===== config.mk =====
export PLATFORM = sky130hd
export DESIGN_NAME = othello_turn_ctrl
export DESIGN_NICKNAME = d
export VERILOG_FILES = /design/src/rtl/othello_pkg.sv /design/src/rtl/cursor_xy.sv /design/src/rtl/othello_turn_ctrl.sv
export SDC_FILE = /design/constraint.sdc
export NUM_CORES = 1
export LEC_CHECK = 0
export CORE_AREA = 2 2 68 70
export DETAILED_ROUTE_END_ITERATION = 8
export DIE_AREA = 0 0 70 72
export MAX_ROUTING_LAYER = met4
export SLEW_MARGIN = 10
export SYNTH_ARGS = -nofsm -noshare
export SYNTH_HDL_FRONTEND = slang
export SYNTH_SLANG_ARGS = --single-unit

===== constraint.sdc =====
create_clock -name clock -period 2.6 [get_ports clock]
set_input_delay 0.26 -clock clock [delete_from_list [all_inputs] [get_ports clock]]
set_output_delay 0.26 -clock clock [all_outputs]
set_load 0.05 [all_outputs]

===== src/rtl/othello_pkg.sv =====
// Shared constants and state type for the Othello move sequencer and board stage.
package othello_pkg;

    localparam logic [1:0] SIDE_EMPTY = 2'd0;
    localparam logic [1:0] SIDE_BLACK = 2'd2;
    localparam logic [1:0] SIDE_WHITE = 2'd3;

    localparam int DIR_UP        = 0;
    localparam int DIR_UPRIGHT   = 1;
    localparam int DIR_RIGHT     = 2;
    localparam int DIR_DOWNRIGHT = 3;
    localparam int DIR_DOWN      = 4;
    localparam int DIR_DOWNLEFT  = 5;
    localparam int DIR_LEFT      = 6;
    localparam int DIR_UPLEFT    = 7;

    typedef enum logic [2:0] {
        IDLE   = 3'd0,
        DETECT = 3'd1,
        CHECK  = 3'd2,
        WRITE  = 3'd3,
        SWAP   = 3'd4,
        REJECT = 3'd5
    } turn_state_t;

    function automatic logic [1:0] other_side(input logic [1:0] s);
        return (s == SIDE_BLACK) ? SIDE_WHITE : SIDE_BLACK;
    endfunction

endpackage


===== src/rtl/cursor_xy.sv =====
// Wrap-around 3-bit cursor pair; opposing pulses on one axis cancel, freeze holds both.
module cursor_xy (
    input  logic       clock,
    input  logic       resetn,
    input  logic       freeze,
    input  logic       inc_x,
    input  logic       dec_x,
    input  logic       inc_y,
    input  logic       dec_y,
    output logic [2:0] x,
    output logic [2:0] y
);

    always_ff @(posedge clock) begin
        if (!resetn) begin
            x <= 3'd0;
            y <= 3'd0;
        end else if (!freeze) begin
            if (inc_x && !dec_x)      x <= x + 3'd1;
            else if (dec_x && !inc_x) x <= x - 3'd1;
            if (inc_y && !dec_y)      y <= y + 3'd1;
            else if (dec_y && !inc_y) y <= y - 3'd1;
        end
    end

endmodule


===== src/rtl/othello_turn_ctrl.sv =====
// Move sequencer: cursor, side to move, detect/write handshake with the board stage.
// Optional forced-pass timer when OTHELLO_MOVE_TIMEOUT_EN is defined.
module othello_turn_ctrl
    import othello_pkg::*;
#(
    parameter int DET_WAIT       = 3,
    parameter int WRITE_WAIT     = 2,
    parameter int TIMEOUT_CYCLES = 50000000
) (
    input  logic       clock,
    input  logic       resetn,
    input  logic       btn_left,
    input  logic       btn_right,
    input  logic       btn_up,
    input  logic       btn_down,
    input  logic       btn_place,
    input  logic [7:0] dir,
    output logic [2:0] x,
    output logic [2:0] y,
    output logic [1:0] side,
    output logic       detecten,
    output logic       writeen,
    output logic       busy,
    output logic       illegal,
    output logic       move_done,
    output logic [6:0] move_count,
    output logic       timed_out
);

    turn_state_t state;
    logic [7:0]  wcnt;
    logic        unused_timeout;

    assign unused_timeout = ^32'(TIMEOUT_CYCLES);

    // A place pulse locks the cursor in the same cycle so the move uses the old x/y.
    cursor_xy u_cursor (
        .clock (clock),
        .resetn(resetn),
        .freeze(busy | btn_place),
        .inc_x (btn_right),
        .dec_x (btn_left),
        .inc_y (btn_down),
        .dec_y (btn_up),
        .x     (x),
        .y     (y)
    );

`ifdef OTHELLO_MOVE_TIMEOUT_EN
    logic [25:0] idle_cnt;
    logic        any_btn;
    assign any_btn = btn_left | btn_right | btn_up | btn_down | btn_place;
`endif

    always_ff @(posedge clock) begin
        if (!resetn) begin
            state      <= IDLE;
            side       <= SIDE_BLACK;
            detecten   <= 1'b0;
            writeen    <= 1'b0;
            busy       <= 1'b0;
            illegal    <= 1'b0;
            move_done  <= 1'b0;
            move_count <= 7'd0;
            timed_out  <= 1'b0;
            wcnt       <= 8'd0;
`ifdef OTHELLO_MOVE_TIMEOUT_EN
            idle_cnt   <= 26'd0;
`endif
        end else begin
            illegal   <= 1'b0;
            move_done <= 1'b0;
            timed_out <= 1'b0;
            case (state)
                IDLE: begin
                    if (btn_place) begin
                        state <= DETECT;
                        busy  <= 1'b1;
                        wcnt  <= 8'd0;
`ifdef OTHELLO_MOVE_TIMEOUT_EN
                        idle_cnt <= 26'd0;
                    end else if (any_btn) begin
                        idle_cnt <= 26'd0;
                    end else if (idle_cnt == 26'(TIMEOUT_CYCLES - 1)) begin
                        side      <= other_side(side);
                        timed_out <= 1'b1;
                        idle_cnt  <= 26'd0;
                    end else begin
                        idle_cnt <= idle_cnt + 26'd1;
`endif
                    end
                end
                // First DETECT cycle keeps detecten low, giving the board a clean rising edge.
                DETECT: begin
                    if (wcnt == 8'(DET_WAIT)) begin
                        state    <= CHECK;
                        detecten <= 1'b0;
                    end else begin
                        detecten <= 1'b1;
                        wcnt     <= wcnt + 8'd1;
                    end
                end
                CHECK: begin
                    if (dir != 8'd0) begin
                        state   <= WRITE;
                        writeen <= 1'b1;
                        wcnt    <= 8'd1;
                    end else begin
                        state   <= REJECT;
                        illegal <= 1'b1;
                    end
                end
                WRITE: begin
                    if (wcnt == 8'(WRITE_WAIT)) begin
                        state     <= SWAP;
                        writeen   <= 1'b0;
                        side      <= other_side(side);
                        move_done <= 1'b1;
                        if (move_count != 7'd127) move_count <= move_count + 7'd1;
                    end else begin
                        wcnt <= wcnt + 8'd1;
                    end
                end
                SWAP, REJECT: begin
                    state <= IDLE;
                    busy  <= 1'b0;
                end
                default: begin
                    state <= IDLE;
                    busy  <= 1'b0;
                end
            endcase
        end
    end

endmodule


==> results of run 1 <==
## worst min path at each step
stage,to,slack (ns),depth (start not counted)
after floorplan,state[0],0.45,2
after global placement,move_count[6],0.47,2
after detailed placement,detecten,0.49,2
after CTS,detecten,0.50,2
after global routing,detecten,0.52,2
final,detecten,0.49,2
## tightest hold or removal path: stages, from the launching register on
cell and delay, ns:
dfxtp_1 0.31, o21ai_0 0.07, a21oi_1 0.06
## layer usage
layer | wire, um | share of wire
met1 | 1790 | 0.45
met2 | 1940 | 0.49
met3 | 166 | 0.042
met4 | 64 | 0.016
met5 | 0 | 0
## cells by family after synthesis
kind of cell	after synthesis
buf+inv	21
xor+xnor	7
other cells	2
mux	5
simple gates	70
flops	30
fa+ha+maj	7
compound gates	45
## power by group
part | leakage [nW] | internal [mW] | switching [mW]
registers | 0.244 | 0.477 | 0.0213
logic | 0.433 | 0.0817 | 0.115
clock network | 0.0714 | 0.409 | 0.190
## placed cells by master, fill, tap and decap left out, types with 2 or more instances in the layout
cell              n
a211oi_1          3
clkdlybuf4s50_1  33
or4_1             5
o21a_1            2
nand3b_1          2
xor2_1            2
nand3_1           6
bufinv_16         2
nand4_1           3
nor2_1           15
mux2i_1           4
fa_1              2
inv_1             9
and4_2            3
o31ai_1           4
nand2_1          13
nor3_1            7
nand2b_1          2
a31oi_1           6
dfxtp_1          30
conb_1            2
clkbuf_8          6
xnor2_1           5
ha_1              5
a21oi_1           9
a41oi_1           3
o41ai_1           3
o21ai_0          10
nor2b_1           2
## area by class of cell
| class | instances | area [um^2] | area share |
|---|---|---|---|
| well taps | 52 | 65.1 | 0.0302 |
| repair buffers | 34 | 338 | 0.157 |
| inverters | 9 | 33.8 | 0.0157 |
| multi-input cells | 136 | 977 | 0.453 |
| clock buffers | 6 | 82.6 | 0.0383 |
| clock inverters | 2 | 60.1 | 0.0278 |
| flip-flops and latches | 30 | 601 | 0.278 |
## sequential cells by signal (all words and copies together) (netlist names)
signal	count
busy	1
side	1
detecten	1
illegal	1
writeen	1
move_done	1
move_count	7
state	3
u_cursor.x	3
wcnt	8
u_cursor.y	3
## stage by stage
| step | instance area [um^2] | utilization | std cells | hold WS [ns] |
|---|---|---|---|---|
| final | 2160 | 0.506 | 269 | 0.490 |
| after global routing | 2160 | 0.506 | 269 | 0.520 |
| after CTS | 2160 | 0.506 | 269 | 0.499 |
| after detailed placement | 2010 | 0.472 | 261 | 0.489 |
| after global placement | 2010 | 0.472 | 261 | 0.473 |
| after floorplan | 1670 | - | 187 | 0.449 |
==> flow_metrics.tcl, run 1 <==
set metrics [dict create \
    status "complete, no violations" \
    cp_cell_sequence "inv_1, ha_1, and2_1, and4_2, a2111oi_4, a311oi_1" \
    ys_async_sr_fraction 0 \
    holdCritPathClass "reg -> reg" \
    yosys-top-cells-count "30 x dfxtp_1, 15 x nor2_1, 13 x nand2_1, 10 x o21ai_0" \
    die_height_um 72 \
    synth_compound_area_frac 0.200 \
    gp_congestion 0.850 \
    critPathTopFamily "compound AO/OA/AOI/OAI gates" \
    die_w_um 70 \
    root_buffer "clkbuf_8" \
    r2r_start "wcnt[0]" \
    cts_buffers 5 \
    drive_above_1_share 0.106 \
    synthFlopType "dfxtp_1" \
    first_iter_violations 104 \
    fin_nets 238 \
    grt_use_met2 0.273 \
    ios 36 \
    start_util 0.392 \
    drt_first_pass_iters 4 \
    critPathKind "reg -> reg" \
    worst_slack_ns 0.488 \
    postRouteAntennaNets 0 \
    rsz0062_at_grt "false" \
    grt-busiest-layer "met2" \
    required_ns 2.73 \
    route.detailed.drc 0 \
    syn_area_mm2 0.00167 \
    p_total_mw 1.29 \
    vias 1467 \
    first_global_vias 1393 \
    path_clk_slew_ns 0.06 \
    synth_top_family_by_area "simple AND/OR/NAND/NOR gates" \
    clock_skew_ns 0.00773 \
    fmax_mhz 474 \
    ir_drop_mv 0.308 \
    htree_levels 2 \
    cp.depth 6 \
    syn_to_final_growth_pct 28.9 \
    syn-num-nets 209 \
    tightest_slew_ns 0.804 \
    grtUsageMet3 0.0542 \
    finalHoldViolCount 0 \
    clockBufferDepth 2 \
    fin_tns_setup_ns 0 \
    setup_viol 0 \
    final-max-slew-violation-count 0 \
    cp.buffers_inverters 1 \
    yosysMostFrequentCell "dfxtp_1" \
    crit_path_max_incr_delay_ns 0.53 \
    worst_setup_path_end_kind "flop" \
    cts_tree "built" \
    routed_wl_um 3960 \
    worstReg2RegEnd "wcnt[5]" \
    muxShareOfSynthArea 0.0307 \
    grt_max_degree 25 \
    core_mm2 0.00426 \
    power_density_mw_per_mm2 600 \
    crit_end "wcnt[5]" \
    path_max_fanout 7 \
    crit_slowest_cell "a2111oi_4" \
    clkLatencyLatePin_ns 0.29 \
    yosysUniqueCellTypes 49 \
    cts_setup_buffers 0 \
    reg2reg_depth 6 \
    fillers 410 \
    yosysSeqAreaShare 0.359 \
    ctsResizeCount 0 \
    num_rows 24 \
    synth_cells 187 \
    grt_first_pass_wirelength_um 6580 \
    hp-start "detecten" \
    synth_xor_area_frac 0.0366 \
    synth_edf_count 0 \
    avgSynthCellArea_um2 8.95 \
    clock_sinks 30 \
    worst-r2r-setup-slack_ns 0.49 \
    synth_top_area_frac 0.359 \
    grt_remaining_overflow 0 \
    startpoint_type "flop" \
    antenna_found_initial 0 \
    routed_via_density 5.45 \
    period_share 0.812 \
    ys_warn_count 0 \
    dpl_worst_slack_ns 0.498 \
    gr-usage-all-layers 0.171 \
    synthTopCellsByArea "dfxtp_1 36%, ha_1 3.7%, nor2_1 3.4%" \
    synthAdderAreaFrac 0.0613 \
    leakage_nw 0.748 \
    slew_headroom 0.464 \
    gr-usage-met1 0.202 \
    yosys.area_share.simple 0.251 \
    cp_data_arrival_time_ns 2.24 \
    dieArea_mm2 0.00504 \
    hpwl_um 2840 \
    maxCapViolCount 0 \
    diodes 0 \
    holdBufCountCts 0 \
    port_buffers 33 \
    wl_per_cell_um 14.7 \
    timing.critical_path.from "wcnt[0]" \
    synth_top_area_cell "dfxtp_1" \
    ys_ff_latch 30 \
    layout_min_cycle_time_ns 2.11 \
]
Power figures use the tool's default switching activity.
==> inputs of run 2 (changes only) <==
--- a/config.mk
+++ b/config.mk
@@ -9,6 +9,7 @@
 export DETAILED_ROUTE_END_ITERATION = 8
 export DIE_AREA = 0 0 70 72
 export MAX_ROUTING_LAYER = met4
+export PLACE_DENSITY = 0.66
 export SLEW_MARGIN = 10
 export SYNTH_ARGS = -nofsm -noshare
 export SYNTH_HDL_FRONTEND = slang
==> constraint.sdc (replaced) <==
create_clock -name clock -period 1.7 [get_ports clock]
set_input_delay 0.17 -clock clock [delete_from_list [all_inputs] [get_ports clock]]
set_output_delay 0.17 -clock clock [all_outputs]
set_load 0.05 [all_outputs]
==> flow_metrics.tcl, run 2 (synthesized netlist as in run 1, its figures left out) <==
set metrics [dict create \
    gp_congestion 0.802 \
    layout_common_cells "48 x buf_4, 25 x clkdlybuf4s50_1, 20 x dfxtp_1" \
    syn_to_final_growth_pct 50.9 \
    top_register "wcnt" \
    required_ns 1.90 \
    diodes 0 \
    violations "negative setup slack" \
    hpwl_um 3110 \
    fmax_mhz 581 \
    ir_drop_mv 0.578 \
    root_buffer "clkbuf_8" \
    gr-usage-all-layers 0.183 \
    tightest_slew_ns 0.499 \
    clock_sinks 30 \
    worst_setup_path_end_kind "flop" \
    whs_endpoint "detecten" \
    p_total_mw 2.00 \
    routed_wl_um 4200 \
    crit_path_max_incr_delay_ns 0.57 \
    ios 36 \
    grt_first_pass_wirelength_um 7140 \
    core_mm2 0.00426 \
    holdBufCountCts 0 \
    path_clk_slew_ns 0.07 \
    final_common_cell "buf_4" \
    cts_buffers 5 \
    fin_nets 278 \
    vias 1629 \
    setup_viol 3 \
    postRouteAntennaNets 0 \
    r2r_start "wcnt[4]" \
    route.detailed.drc 0 \
    hold_depth 2 \
    finalHoldViolCount 0 \
    wl_per_cell_um 13.6 \
    status "complete, but fails checks" \
    multi_input_area_mm2 0.00105 \
    clockBufferDepth 2 \
    fillers 376 \
    port_buffers 33 \
    crit_slowest_cell "or4_4" \
    layout_min_cycle_time_ns 1.72 \
    grt_max_degree 19 \
    finalNonFillerCells 309 \
    slew_headroom 0.666 \
    cp_cell_sequence "or4_4, o32ai_4, a2111oi_4, buf_4, a311oi_2" \
    first_iter_violations 82 \
    die_w_um 70 \
    num_rows 24 \
    drive_above_1_share 0.374 \
    htree_levels 2 \
    power_density_mw_per_mm2 792 \
    holdCritPathClass "reg -> reg" \
    start_util 0.392 \
    hold_ws_ns 0.485 \
    cp.buffers_inverters 1 \
    maxCapViolCount 0 \
    reg2reg_depth 5 \
    cts_tree "built" \
    clock_skew_ns 0.00758 \
    die_height_um 72 \
    drt_first_pass_iters 4 \
    worstReg2RegEnd "wcnt[5]" \
    startpoint_type "flop" \
    dp.cells 297 \
    dieArea_mm2 0.00504 \
    grt_remaining_overflow 0 \
    final-max-slew-violation-count 0 \
    leakage_nw 0.967 \
    antenna_found_initial 0 \
    worst-r2r-setup-slack_ns -0.02 \
    cp_data_arrival_time_ns 1.92 \
    period_share 1.01 \
    critPathKind "reg -> reg" \
    clkLatencyLatePin_ns 0.28 \
    largest_register_ffs 8 \
    top_regs "wcnt x8, move_count x7" \
    regArea_um2 613 \
    hp-start "detecten" \
    rsz0062_at_grt "true" \
    path_max_fanout 6 \
    critPathTopFamily "simple AND/OR/NAND/NOR gates" \
    fin_tns_setup_ns -0.0241 \
    worst_slack_ns -0.0203 \
    first_global_vias 1577 \
    routed_via_density 5.27 \
]
## run 2: cell types whose count changed in the layout (fill, tap and decap cells not counted), sizes merged
cell,previous run,this run
clkdlybuf4s50,33,25
buf,1,49
## run 2: layer usage
layer | vias up | routed length [um] | GRT usage
li1 | 826 | - | -
met1 | 763 | 1950 | 0.222
met2 | 34 | 2060 | 0.304
met3 | 6 | 133 | 0.0375
met4 | 0 | 65 | 0.0705
met5 | - | 0 | -
## run 2: cell type report
class,instances,area share
Multi-Input combinational cell,136,0.415
Sequential cell,30,0.243
Inverter,9,0.0134
Timing Repair Buffer,74,0.246
Clock buffer,6,0.0327
Tap cell,52,0.0258
Clock inverter,2,0.0238
## run 2: repair_timing
action                     in CTS  in global routing
pin swaps                       4                  5
setup buffers                   2                  3
setup endpoints to repair      10                 15
resized for setup               7                 15
## run 2: how the worst max path moves through the flow
stage               slack (ns)  startpoint  endpoint  cells after the start
CTS                      -0.01     wcnt[4]   wcnt[5]                      5
finish                   -0.02     wcnt[4]   wcnt[5]                      5
global route             -0.08     wcnt[4]   wcnt[5]                      5
floorplan               -0.007     wcnt[2]   wcnt[5]                      5
global placement         -0.17      dir[5]   wcnt[5]                      6
detailed placement       -0.19      dir[5]   wcnt[5]                      6
## run 2: stage by stage
| stage | util | setup WS, ns | instance area (um^2) |
|---|---|---|---|
| final | 0.592 | -0.0203 | 2520 |
| after global routing | 0.592 | -0.0806 | 2520 |
| after CTS | 0.575 | -0.0125 | 2450 |
| after detailed placement | 0.533 | -0.185 | 2270 |
| after global placement | 0.533 | -0.168 | 2270 |
| after floorplan | - | -0.00704 | 1690 |
## run 2: report_power, final
group / switching (mW) / internal, mW / total (mW)
clock: 0.270 / 0.625 / 0.895
combinational: 0.192 / 0.157 / 0.349
sequential: 0.0249 / 0.731 / 0.756
## run 2: worst min-delay path: cells and delay by family (launching register included)
| family | cells | cell delay (ns) |
|---|---|---|
| compound gates | 2 | 0.13 |
| flops | 1 | 0.31 |
==> inputs of run 3 (changes only) <==
--- a/config.mk
+++ b/config.mk
@@ -5,11 +5,11 @@
 export SDC_FILE = /design/constraint.sdc
 export NUM_CORES = 1
 export LEC_CHECK = 0
+export ABC_CLOCK_PERIOD_IN_PS = 1650
 export CORE_AREA = 2 2 68 70
 export DETAILED_ROUTE_END_ITERATION = 8
 export DIE_AREA = 0 0 70 72
 export MAX_ROUTING_LAYER = met4
-export PLACE_DENSITY = 0.66
 export SLEW_MARGIN = 10
 export SYNTH_ARGS = -nofsm -noshare
 export SYNTH_HDL_FRONTEND = slang
==> constraint.sdc (replaced) <==
create_clock -name clock -period 1.65 [get_ports clock]
set_input_delay 0.165 -clock clock [delete_from_list [all_inputs] [get_ports clock]]
set_output_delay 0.165 -clock clock [all_outputs]
set_load 0.05 [all_outputs]
==> flow_metrics.tcl, run 3 (synthesized netlist as in run 1, its figures left out) <==
set metrics [dict create \
    tightest_slew_ns 0.502 \
    maxCapViolCount 0 \
    drive_above_1_share 0.462 \
    route.detailed.drc 0 \
    cts_tree "built" \
    setup_viol 10 \
    ir_drop_mv 0.469 \
    required_ns 1.87 \
    period_share 1.05 \
    layout_common_cells "56 x buf_4, 19 x dfxtp_1, 15 x nor2_1, 15 x clkdlybuf4s50_1, 12 x nand2_1" \
    worst_slack_ns -0.0806 \
    postRouteAntennaNets 0 \
    leakage_nw 1.06 \
    core_mm2 0.00426 \
    combPwrFrac 0.197 \
    largest_register_ffs 8 \
    switchingPower_uw 516 \
    netSwitchingFraction 0.269 \
    rsz0062_at_grt "true" \
    diodes 0 \
    gp_congestion 0.866 \
    worst_setup_path_end_kind "flop" \
    cp_data_arrival_time_ns 1.95 \
    violations "negative setup slack" \
    fmax_mhz 578 \
    fillers 359 \
    top_regs "wcnt x8, move_count x7" \
    top_register "wcnt" \
    antenna_found_initial 0 \
    port_buffers 33 \
    cts_buffers 5 \
    power_density_mw_per_mm2 728 \
    post-route-util 0.618 \
    start_util 0.392 \
    slew_headroom 0.665 \
    critPathKind "reg -> reg" \
    fin_nets 284 \
    wl_per_cell_um 15.1 \
    grt_remaining_overflow 0 \
    routed_wl_um 4740 \
    clockPowerShare 0.397 \
    first_iter_violations 33 \
    clkLatencyLatePin_ns 0.29 \
    p_total_mw 1.92 \
    gr-usage-all-layers 0.196 \
    grt_first_pass_wirelength_um 7670 \
    first_global_vias 1691 \
    die_height_um 72 \
    clock_skew_ns 0.00523 \
    status "complete, but fails checks" \
    vias 1698 \
    place_area_mm2 0.00226 \
    drt_first_pass_iters 4 \
    routed_via_density 5.41 \
    num_rows 24 \
    layout_min_cycle_time_ns 1.73 \
    path_max_fanout 5 \
    final-max-slew-violation-count 0 \
    die_w_um 70 \
    path_clk_slew_ns 0.07 \
    clock_sinks 30 \
    power_frac_seq 0.406 \
    clockBufferDepth 2 \
    final_common_cell "buf_4" \
    htree_levels 2 \
    grt_max_degree 19 \
    final_area_mm2 0.00264 \
    holdCritPathClass "reg -> reg" \
    root_buffer "clkbuf_8" \
    ios 36 \
    dieArea_mm2 0.00504 \
    hpwl_um 3280 \
    startpoint_type "flop" \
    finalHoldViolCount 0 \
    syn_to_final_growth_pct 57.6 \
    p_int_mw 1.40 \
]
## run 3: cell types whose count changed in the layout (fill, tap and decap cells not counted), sizes merged
cell	previous run	this run
bufinv	2	1
clkdlybuf4s50	25	15
dlymetal6s2s	0	1
buf	49	64
## run 3: critical path: stages (launching register included)
cell and delay [ns]:
dfxtp_4 0.37, nor4_4 0.32, buf_4 0.18, nand4_4 0.11
buf_6 0.16, or4_1 0.40, a21oi_1 0.13
## run 3: per-stage QoR
| stage | worst slack, ns | TNS [ns] | std cells | hold WS, ns |
|---|---|---|---|---|
| floorplan | -0.0313 | -0.0770 | 187 | 0.354 |
| global placement | -0.209 | -1.95 | 295 | 0.465 |
| detailed placement | -0.255 | -2.65 | 295 | 0.473 |
| CTS | -0.0605 | -0.397 | 313 | 0.478 |
| global route | -0.160 | -1.17 | 314 | 0.507 |
| finish | -0.0806 | -0.484 | 314 | 0.475 |
## run 3: routing by layer
layer / up-vias / wire length (um) / global-route usage / share of wire
met1: 797 / 2000 / 0.222 / 0.42
met3: 11 / 223 / 0.0458 / 0.047
li1: 837 / - / - / -
met4: 0 / 126 / 0.0833 / 0.027
met5: - / 0 / - / 0
met2: 53 / 2390 / 0.333 / 0.50
## run 3: area by class of cell
class,instances,area [um^2],share of cell area
Tap cell,52,65.1,0.0247
Sequential cell,30,617,0.234
Inverter,9,33.8,0.0128
Clock buffer,6,82.6,0.0313
Timing Repair Buffer,80,691,0.262
Clock inverter,1,30.0,0.0114
Multi-Input combinational cell,136,1120,0.424
## run 3: path summary, 6_finish.rpt
kind	startpoint	endpoint	slack, ns	depth (start not counted)
worst max register to register	wcnt[4]	move_count[5]	-0.08	6
worst min-delay path	state[2]	state[0]	0.47	1
worst max-delay path	wcnt[4]	move_count[5]	-0.08	6
worst min register to register	state[2]	state[0]	0.47	1
## run 3: what timing repair did
action,4_1_cts,5_1_grt
gates resized for setup,19,29
setup buffers,11,3
pin swaps,10,13
hold buffers,0,0
setup endpoints to repair,14,17
## run 3: power groups by stage
stage               clock (mW)  sequential, mW  combinational, mW
CTS                      0.778           0.782              0.373
global route             0.813           0.784              0.406
finish                   0.762           0.780              0.378
global placement             0           0.794              0.348
detailed placement           0           0.797              0.357
floorplan                    0           0.866              0.139
